File: config.mk
export PLATFORM = sky130hd
export DESIGN_NAME = multicycle_controller_flat
export DESIGN_NICKNAME = d
export VERILOG_FILES = /design/src/rtl/multicycle_controller_pkg.sv /design/src/rtl/multicycle_controller_if.sv /design/src/rtl/multicycle_controller_alu_op_decoder.sv /design/src/rtl/multicycle_controller.sv /design/src/flat_wrapper.sv
export SDC_FILE = /design/constraint.sdc
export NUM_CORES = 1
export LEC_CHECK = 0
export CORE_AREA = 4 4 41 43
export DETAILED_ROUTE_END_ITERATION = 8
export DIE_AREA = 0 0 45 47
export DONT_BUFFER_PORTS = 1
export GPL_ROUTABILITY_DRIVEN = 0
export HOLD_SLACK_MARGIN = 0.03
export PLACE_DENSITY = 0.64
export SLEW_MARGIN = 10
export SYNTH_ARGS = -nofsm -noshare
export SYNTH_HDL_FRONTEND = slang
export SYNTH_SLANG_ARGS = --single-unit
File: constraint.sdc
create_clock -name clk -period 1.4 [get_ports clk]
set_input_delay 0.28 -clock clk [delete_from_list [all_inputs] [get_ports clk]]
set_output_delay 0.28 -clock clk [all_outputs]
set_load 0.01 [all_outputs]
File: src/rtl/multicycle_controller_pkg.sv
// rtl/multicycle_controller_pkg.sv - shared types and constants for the multicycle controller
//
// Purpose: state enumeration, opcode/funct encodings, ALU operation codes and
//          mux-select encodings shared by the controller, its decoder and the bus.
// Ports:   none (package).
package mc_pkg;

  typedef enum logic [3:0] {
    FETCH,
    DECODE,
    MEM_ADDR,
    MEM_READ,
    MEM_WB,
    MEM_WRITE,
    EXECUTE,
    R_WB,
    BRANCH,
    JUMP,
    ADDI_EXEC,
    ADDI_WB
  } state_t;

  localparam logic [5:0] OP_RTYPE = 6'b000000;
  localparam logic [5:0] OP_LW    = 6'b100011;
  localparam logic [5:0] OP_SW    = 6'b101011;
  localparam logic [5:0] OP_BEQ   = 6'b000100;
  localparam logic [5:0] OP_J     = 6'b000010;
  localparam logic [5:0] OP_ADDI  = 6'b001000;

  localparam logic [5:0] FN_ADD = 6'b100000;
  localparam logic [5:0] FN_SUB = 6'b100010;
  localparam logic [5:0] FN_AND = 6'b100100;
  localparam logic [5:0] FN_OR  = 6'b100101;
  localparam logic [5:0] FN_SLT = 6'b101010;

  localparam logic [2:0] ALU_ADD = 3'b000;
  localparam logic [2:0] ALU_SUB = 3'b001;
  localparam logic [2:0] ALU_AND = 3'b010;
  localparam logic [2:0] ALU_OR  = 3'b011;
  localparam logic [2:0] ALU_SLT = 3'b101;

  localparam logic [1:0] SRCB_REG    = 2'b00;
  localparam logic [1:0] SRCB_FOUR   = 2'b01;
  localparam logic [1:0] SRCB_IMM    = 2'b10;
  localparam logic [1:0] SRCB_IMM_SH = 2'b11;

  localparam logic [1:0] PCSRC_ALU    = 2'b00;
  localparam logic [1:0] PCSRC_ALUOUT = 2'b01;
  localparam logic [1:0] PCSRC_JUMP   = 2'b10;

endpackage

File: src/rtl/multicycle_controller_if.sv
// rtl/multicycle_controller_if.sv - instruction-field inputs and control outputs of the controller
//
// Purpose: bundles the instruction fields / ALU flag fed to the controller and
//          the datapath control word it produces.
// Ports:   opcode[5:0], funct[5:0], zero           (datapath -> controller)
//          alu_operation[2:0], alu_src_b[1:0], pc_src[1:0], pc_write, iord,
//          mem_read, mem_write, ir_write, mem_to_reg, reg_dst, reg_write,
//          alu_src_a                                (controller -> datapath)
// Modports: master = datapath side, slave = controller side.
interface multicycle_controller_if;

  logic [5:0] opcode;
  logic [5:0] funct;
  logic       zero;

  logic [2:0] alu_operation;
  logic       pc_write;
  logic       iord;
  logic       mem_read;
  logic       mem_write;
  logic       ir_write;
  logic       mem_to_reg;
  logic       reg_dst;
  logic       reg_write;
  logic       alu_src_a;
  logic [1:0] alu_src_b;
  logic [1:0] pc_src;

  modport master (
    output opcode, funct, zero,
    input  alu_operation, pc_write, iord, mem_read, mem_write, ir_write,
           mem_to_reg, reg_dst, reg_write, alu_src_a, alu_src_b, pc_src
  );

  modport slave (
    input  opcode, funct, zero,
    output alu_operation, pc_write, iord, mem_read, mem_write, ir_write,
           mem_to_reg, reg_dst, reg_write, alu_src_a, alu_src_b, pc_src
  );

endinterface

File: src/rtl/multicycle_controller_alu_op_decoder.sv
// rtl/multicycle_controller_alu_op_decoder.sv - R-type funct field to ALU operation decoder
//
// Purpose: purely combinational map of funct to an ALU operation code.
// Ports:   funct[5:0] in; alu_operation[2:0] out; valid out (funct recognised).
//          Unrecognised funct yields ALU_ADD with valid=0.
module alu_op_decoder
  import mc_pkg::*;
(
  input  logic [5:0] funct,
  output logic [2:0] alu_operation,
  output logic       valid
);

  always_comb begin
    alu_operation = ALU_ADD;
    valid         = 1'b1;
    case (funct)
      FN_ADD:  alu_operation = ALU_ADD;
      FN_SUB:  alu_operation = ALU_SUB;
      FN_AND:  alu_operation = ALU_AND;
      FN_OR:   alu_operation = ALU_OR;
      FN_SLT:  alu_operation = ALU_SLT;
      default: valid = 1'b0;
    endcase
  end

endmodule

File: src/rtl/multicycle_controller.sv
// rtl/multicycle_controller.sv - Moore FSM control unit for a multicycle MIPS-style datapath
//
// Purpose: sequences FETCH/DECODE and the per-instruction states, producing the
//          datapath control word for each state.
// Ports:   clk   - rising-edge clock
//          rst_n - asynchronous active-low reset (forces FETCH, outputs to 0)
//          bus   - multicycle_controller_if.slave (opcode/funct/zero in, controls out)
module multicycle_controller
  import mc_pkg::*;
(
  input  logic                         clk,
  input  logic                         rst_n,
  multicycle_controller_if.slave       bus
);

  state_t     state;
  state_t     state_nxt;
  logic [2:0] funct_op;
  logic       funct_valid;

  alu_op_decoder u_alu_op_decoder (
    .funct         (bus.funct),
    .alu_operation (funct_op),
    .valid         (funct_valid)
  );

  always_ff @(posedge clk or negedge rst_n) begin
    if (!rst_n) state <= FETCH;
    else        state <= state_nxt;
  end

  always_comb begin
    state_nxt = FETCH;
    case (state)
      FETCH: state_nxt = DECODE;
      DECODE: begin
        case (bus.opcode)
          OP_LW, OP_SW: state_nxt = MEM_ADDR;
          OP_RTYPE:     state_nxt = EXECUTE;
          OP_BEQ:       state_nxt = BRANCH;
          OP_J:         state_nxt = JUMP;
          OP_ADDI:      state_nxt = ADDI_EXEC;
          default:      state_nxt = FETCH;
        endcase
      end
      // The instruction register holds the opcode steady, so lw/sw is
      // resolved here without a dedicated flop.
      MEM_ADDR:  state_nxt = (bus.opcode == OP_LW) ? MEM_READ : MEM_WRITE;
      MEM_READ:  state_nxt = MEM_WB;
      // An unrecognised funct abandons the instruction before writeback.
      EXECUTE:   state_nxt = funct_valid ? R_WB : FETCH;
      ADDI_EXEC: state_nxt = ADDI_WB;
      default:   state_nxt = FETCH;
    endcase
  end

  // Outputs are gated by rst_n so they drop the instant reset asserts,
  // independent of the clock.
  always_comb begin
    bus.pc_write      = 1'b0;
    bus.iord          = 1'b0;
    bus.mem_read      = 1'b0;
    bus.mem_write     = 1'b0;
    bus.ir_write      = 1'b0;
    bus.mem_to_reg    = 1'b0;
    bus.reg_dst       = 1'b0;
    bus.reg_write     = 1'b0;
    bus.alu_src_a     = 1'b0;
    bus.alu_src_b     = SRCB_REG;
    bus.pc_src        = PCSRC_ALU;
    bus.alu_operation = ALU_ADD;
    if (rst_n) begin
      case (state)
        FETCH: begin
          bus.mem_read  = 1'b1;
          bus.ir_write  = 1'b1;
          bus.alu_src_b = SRCB_FOUR;
          bus.pc_write  = 1'b1;
        end
        DECODE: bus.alu_src_b = SRCB_IMM_SH;
        MEM_ADDR, ADDI_EXEC: begin
          bus.alu_src_a = 1'b1;
          bus.alu_src_b = SRCB_IMM;
        end
        MEM_READ: begin
          bus.mem_read = 1'b1;
          bus.iord     = 1'b1;
        end
        MEM_WRITE: begin
          bus.mem_write = 1'b1;
          bus.iord      = 1'b1;
        end
        MEM_WB: begin
          bus.reg_write  = 1'b1;
          bus.mem_to_reg = 1'b1;
        end
        EXECUTE: begin
          bus.alu_src_a     = 1'b1;
          bus.alu_operation = funct_op;
        end
        R_WB: begin
          bus.reg_write = 1'b1;
          bus.reg_dst   = 1'b1;
        end
        ADDI_WB: bus.reg_write = 1'b1;
        BRANCH: begin
          bus.alu_src_a     = 1'b1;
          bus.alu_operation = ALU_SUB;
          bus.pc_src        = PCSRC_ALUOUT;
          bus.pc_write      = bus.zero;
        end
        JUMP: begin
          bus.pc_src   = PCSRC_JUMP;
          bus.pc_write = 1'b1;
        end
        default: ;
      endcase
    end
  end

endmodule

File: src/flat_wrapper.sv
// flat-port wrapper written by rule: the top's interface ports become plain ports
module multicycle_controller_flat import mc_pkg::*;
  (clk, rst_n, bus_opcode, bus_funct, bus_zero, bus_alu_operation, bus_pc_write, bus_iord, bus_mem_read, bus_mem_write, bus_ir_write, bus_mem_to_reg, bus_reg_dst, bus_reg_write, bus_alu_src_a, bus_alu_src_b, bus_pc_src);
  multicycle_controller_if bus_i ();
  input  logic clk;
  input  logic rst_n;
  input wire logic [$bits(bus_i.opcode)-1:0] bus_opcode;
  input wire logic [$bits(bus_i.funct)-1:0] bus_funct;
  input wire logic [$bits(bus_i.zero)-1:0] bus_zero;
  output wire logic [$bits(bus_i.alu_operation)-1:0] bus_alu_operation;
  output wire logic [$bits(bus_i.pc_write)-1:0] bus_pc_write;
  output wire logic [$bits(bus_i.iord)-1:0] bus_iord;
  output wire logic [$bits(bus_i.mem_read)-1:0] bus_mem_read;
  output wire logic [$bits(bus_i.mem_write)-1:0] bus_mem_write;
  output wire logic [$bits(bus_i.ir_write)-1:0] bus_ir_write;
  output wire logic [$bits(bus_i.mem_to_reg)-1:0] bus_mem_to_reg;
  output wire logic [$bits(bus_i.reg_dst)-1:0] bus_reg_dst;
  output wire logic [$bits(bus_i.reg_write)-1:0] bus_reg_write;
  output wire logic [$bits(bus_i.alu_src_a)-1:0] bus_alu_src_a;
  output wire logic [$bits(bus_i.alu_src_b)-1:0] bus_alu_src_b;
  output wire logic [$bits(bus_i.pc_src)-1:0] bus_pc_src;
  assign bus_i.opcode = bus_opcode;
  assign bus_i.funct = bus_funct;
  assign bus_i.zero = bus_zero;
  assign bus_alu_operation = bus_i.alu_operation;
  assign bus_pc_write = bus_i.pc_write;
  assign bus_iord = bus_i.iord;
  assign bus_mem_read = bus_i.mem_read;
  assign bus_mem_write = bus_i.mem_write;
  assign bus_ir_write = bus_i.ir_write;
  assign bus_mem_to_reg = bus_i.mem_to_reg;
  assign bus_reg_dst = bus_i.reg_dst;
  assign bus_reg_write = bus_i.reg_write;
  assign bus_alu_src_a = bus_i.alu_src_a;
  assign bus_alu_src_b = bus_i.alu_src_b;
  assign bus_pc_src = bus_i.pc_src;
  multicycle_controller u_core (.clk(clk), .rst_n(rst_n), .bus(bus_i));
endmodule
==> impl_metrics.tcl <==
set metrics [dict create \
    postSynth.asyncResetShare_pct 100 \
    drt-total-wl_um 1980 \
    total_switching_power_uw 344 \
    critical_path_top_delay_cell "sky130_fd_sc_hd__dfrtp_1" \
    whs_path_depth 3 \
    largestRegisters "u_core.state x4" \
    diodes 0 \
    initialDrtViolationCount 7 \
    seq_area_um2 100 \
    ff2ff_path_depth 5 \
    rsz_0062_raised_after_global_routing "yes" \
    antenna_found_initial 0 \
    final.fill_count 102 \
    grt_pass1_vias 695 \
    max-slew-margin-rel_pct 68.7 \
    detail_route.wl_per_cell_um 16.6 \
    power_density_nw_per_um2 910 \
    post-place-cells 104 \
    syn_area_um2 562 \
    yosysWarningCount 0 \
    largest_register_ffs 4 \
    cp.arrival_ns 1.47 \
    postSynthCellCount 76 \
    area_taken_by_multi_input_logic_gates_um2 543 \
    ctsLongestPathBuffers 2 \
    post-route-min-period_ns 1.75 \
    irDropWorstVdd_mv 0.684 \
    routed-via-count 695 \
    clock_power_share_pct 17.0 \
    timing.max_cap.violations 0 \
    cts_root_buffer "sky130_fd_sc_hd__clkbuf_4" \
    cts.sink_count 4 \
    internal_power_uw 538 \
    die_area_um2 2120 \
    hp-class "in -> reg" \
    area_added_between_synthesis_and_finish_pct 72.6 \
    drtPass1Iterations 4 \
    path_delay_family "simple AND/OR/NAND/NOR gates" \
    initial_core_util_pct 43.2 \
    timing_worst_slew_pin_value_ns 0.468 \
    leakage_nw 0.386 \
    tritoncts_clock_tree "built" \
    ys_seq_area_share_pct 17.8 \
    cpPeakStageDelay_ns 0.41 \
    timing_hold_violations_final 0 \
    r2r-end "u_core.state[2]" \
    synth_enable_flop_cells 0 \
    htreeDepth 1 \
    top_register "u_core.state" \
    dp.final_hpwl_um 1230 \
    p_seq_share_pct 16.7 \
    grt_start_max_net_pins 16 \
    violations "negative setup slack" \
    drt_drc_violations_left 0 \
    hp-start "bus_opcode[4]" \
    report.final.slew_viol_count 0 \
    stdcell_count 119 \
    proportion_of_power_drawn_by_combinational_gates_pct 66.3 \
    synth.avg_cell_area_um2 7.39 \
    top_level_ports 31 \
    design.final.nets 121 \
    final_design_area_no_fill_um2 970 \
    timing.critical_path.buf_inv 0 \
    postRouteAntennaNets 0 \
    crit-reg2reg-launch "u_core.state[0]" \
    crit_path_start_kind "flip-flop" \
    cp_max_fo 3 \
    worst_clock_skew_ns 0.00457 \
    worst_slack_ns -0.350 \
    fp.dieW_um 45 \
    timing_worst_setup_path_type "reg -> out" \
    worst_setup_end_kind "output port" \
    grt_first_pass_wirelength_um 3000 \
    die-height_um 47 \
    fin_worst_hold_slack_ns 0.246 \
    reg2reg_slack_ns -0.16 \
    grt_overflow_total 0 \
    period_share_pct 125 \
    worst_ep_required_time_ns 1.12 \
    synth_cell_types 37 \
    yosys_most_used_dff "sky130_fd_sc_hd__dfrtp_1" \
    tritoncts.num_buffers 3 \
    groute.usage.overall_pct 19.7 \
    routed_via_density 5.84 \
    critical_path.cell_chain "nor2b_4, nand2_2, or3_4, nor4b_4" \
    insertion_delay_ns 0.24 \
    syn-num-nets 91 \
    timing.fmax_ghz 0.571 \
    status "complete, but fails checks" \
    worst_setup_hold_path_clk_slew_ns 0.04 \
    dpl_cell_area_um2 709 \
    core_area_um2 1300 \
    io_buffer_count 0 \
    ys_seq_elements 4 \
    final_layout_size_suffix_gt1_share_pct 55.8 \
    setup_viol_count_final 18 \
    core.rowCount 13 \
    power.share.switching_pct 39.0 \
    min_to "u_core.state[3]" \
]
==> cells in the final DEF (no fill, tap or decap), types with 3 or more instances in the layout <==
cell type	count
sky130_fd_sc_hd__buf_4	20
sky130_fd_sc_hd__clkbuf_4	3
sky130_fd_sc_hd__inv_1	4
sky130_fd_sc_hd__nand2_1	4
sky130_fd_sc_hd__a21oi_1	5
sky130_fd_sc_hd__nor2_4	3
sky130_fd_sc_hd__buf_6	8
sky130_fd_sc_hd__dfrtp_1	4
sky130_fd_sc_hd__nor3_2	4
sky130_fd_sc_hd__nor2_1	6
==> logic make-up after synthesis <==
kind of cell    synth area share (%)
xor+xnor                        4.68
flops                           17.8
mux                             2.00
simple gates                    44.5
compound gates                  20.0
buf+inv                         10.9
==> synth_stat cells, types with 2 or more instances <==
master,n,area [um^2]
sky130_fd_sc_hd__a21oi_1,6,30.0
sky130_fd_sc_hd__buf_2,2,10.0
sky130_fd_sc_hd__buf_6,2,22.5
sky130_fd_sc_hd__dfrtp_1,4,100
sky130_fd_sc_hd__inv_1,4,15.0
sky130_fd_sc_hd__nand2_1,6,22.5
sky130_fd_sc_hd__nand2b_1,4,25.0
sky130_fd_sc_hd__nand3b_1,2,15.0
sky130_fd_sc_hd__nor2_1,11,41.3
sky130_fd_sc_hd__nor3_1,6,30.0
sky130_fd_sc_hd__nor4_1,2,12.5
sky130_fd_sc_hd__xor2_1,2,17.5
==> per-layer routing <==
layer	share of wire [%]	vias to the layer above	global-route usage, %	wire length [um]
met1	36	325	21.6	718
met5	0	-	0	0
li1	-	334	-	-
met3	7.1	6	5.36	141
met4	2.3	0	11.7	46
met2	54	30	34.2	1080
==> per-stage QoR <==
| stage | setup TNS, ns | power (mW) | setup slack (ns) | util (%) |
|---|---|---|---|---|
| final | -3.57 | 0.882 | -0.350 | 74.5 |
| after global routing | -4.95 | 0.945 | -0.429 | 74.5 |
| after CTS | -3.21 | 0.811 | -0.339 | 70.7 |
| after detailed placement | -0.483 | 0.532 | -0.150 | 54.5 |
| after global placement | -0.366 | 0.526 | -0.129 | 54.5 |
| after floorplan | -0.458 | 0.401 | -0.224 | - |
==> power groups by stage <==
stage,combinational [mW],clock (mW),sequential [mW]
floorplan,0.253,0,0.148
global placement,0.382,0,0.144
detailed placement,0.387,0,0.145
CTS,0.517,0.150,0.144
global route,0.623,0.173,0.149
finish,0.585,0.150,0.147
==> worst max path at each step <==
stage               cells past startpoint       startpoint                   end  slack (ns)
floorplan                               5  u_core.state[3]  bus_alu_operation[1]       -0.22
global placement                        4  u_core.state[3]  bus_alu_operation[1]       -0.13
detailed placement                      4  u_core.state[3]  bus_alu_operation[1]       -0.15
CTS                                     4  u_core.state[3]  bus_alu_operation[1]       -0.34
global route                            4  u_core.state[3]  bus_alu_operation[0]       -0.43
finish                                  4  u_core.state[3]  bus_alu_operation[1]       -0.35
==> repair_timing <==
action                                  in CTS  in global routing
resized for setup                           24                  9
pin swaps                                    7                  2
cloned                                       0                  0
hold buffers                                 1                  0
setup buffers                                9                  5
endpoints found under the hold margin        4                  0
endpoints found under the setup margin      18                 20
==> final cells by class <==
class	count	share of cell area, %
multi-input combinational	63	56.0
sequential	4	10.3
timing repair buffer	30	27.9
clock buffer	3	2.32
tap	15	1.94
inverter	4	1.55
==> worst reg2reg max path, stage by stage (launching register included) <==
cell and delay (ns):
sky130_fd_sc_hd__dfrtp_1 0.37, sky130_fd_sc_hd__nand2b_1 0.16, sky130_fd_sc_hd__buf_4 0.16, sky130_fd_sc_hd__a2111oi_2 0.49
sky130_fd_sc_hd__nand2_1 0.13, sky130_fd_sc_hd__a21oi_1 0.16
Note: power is estimated with default switching activity, not from simulation.
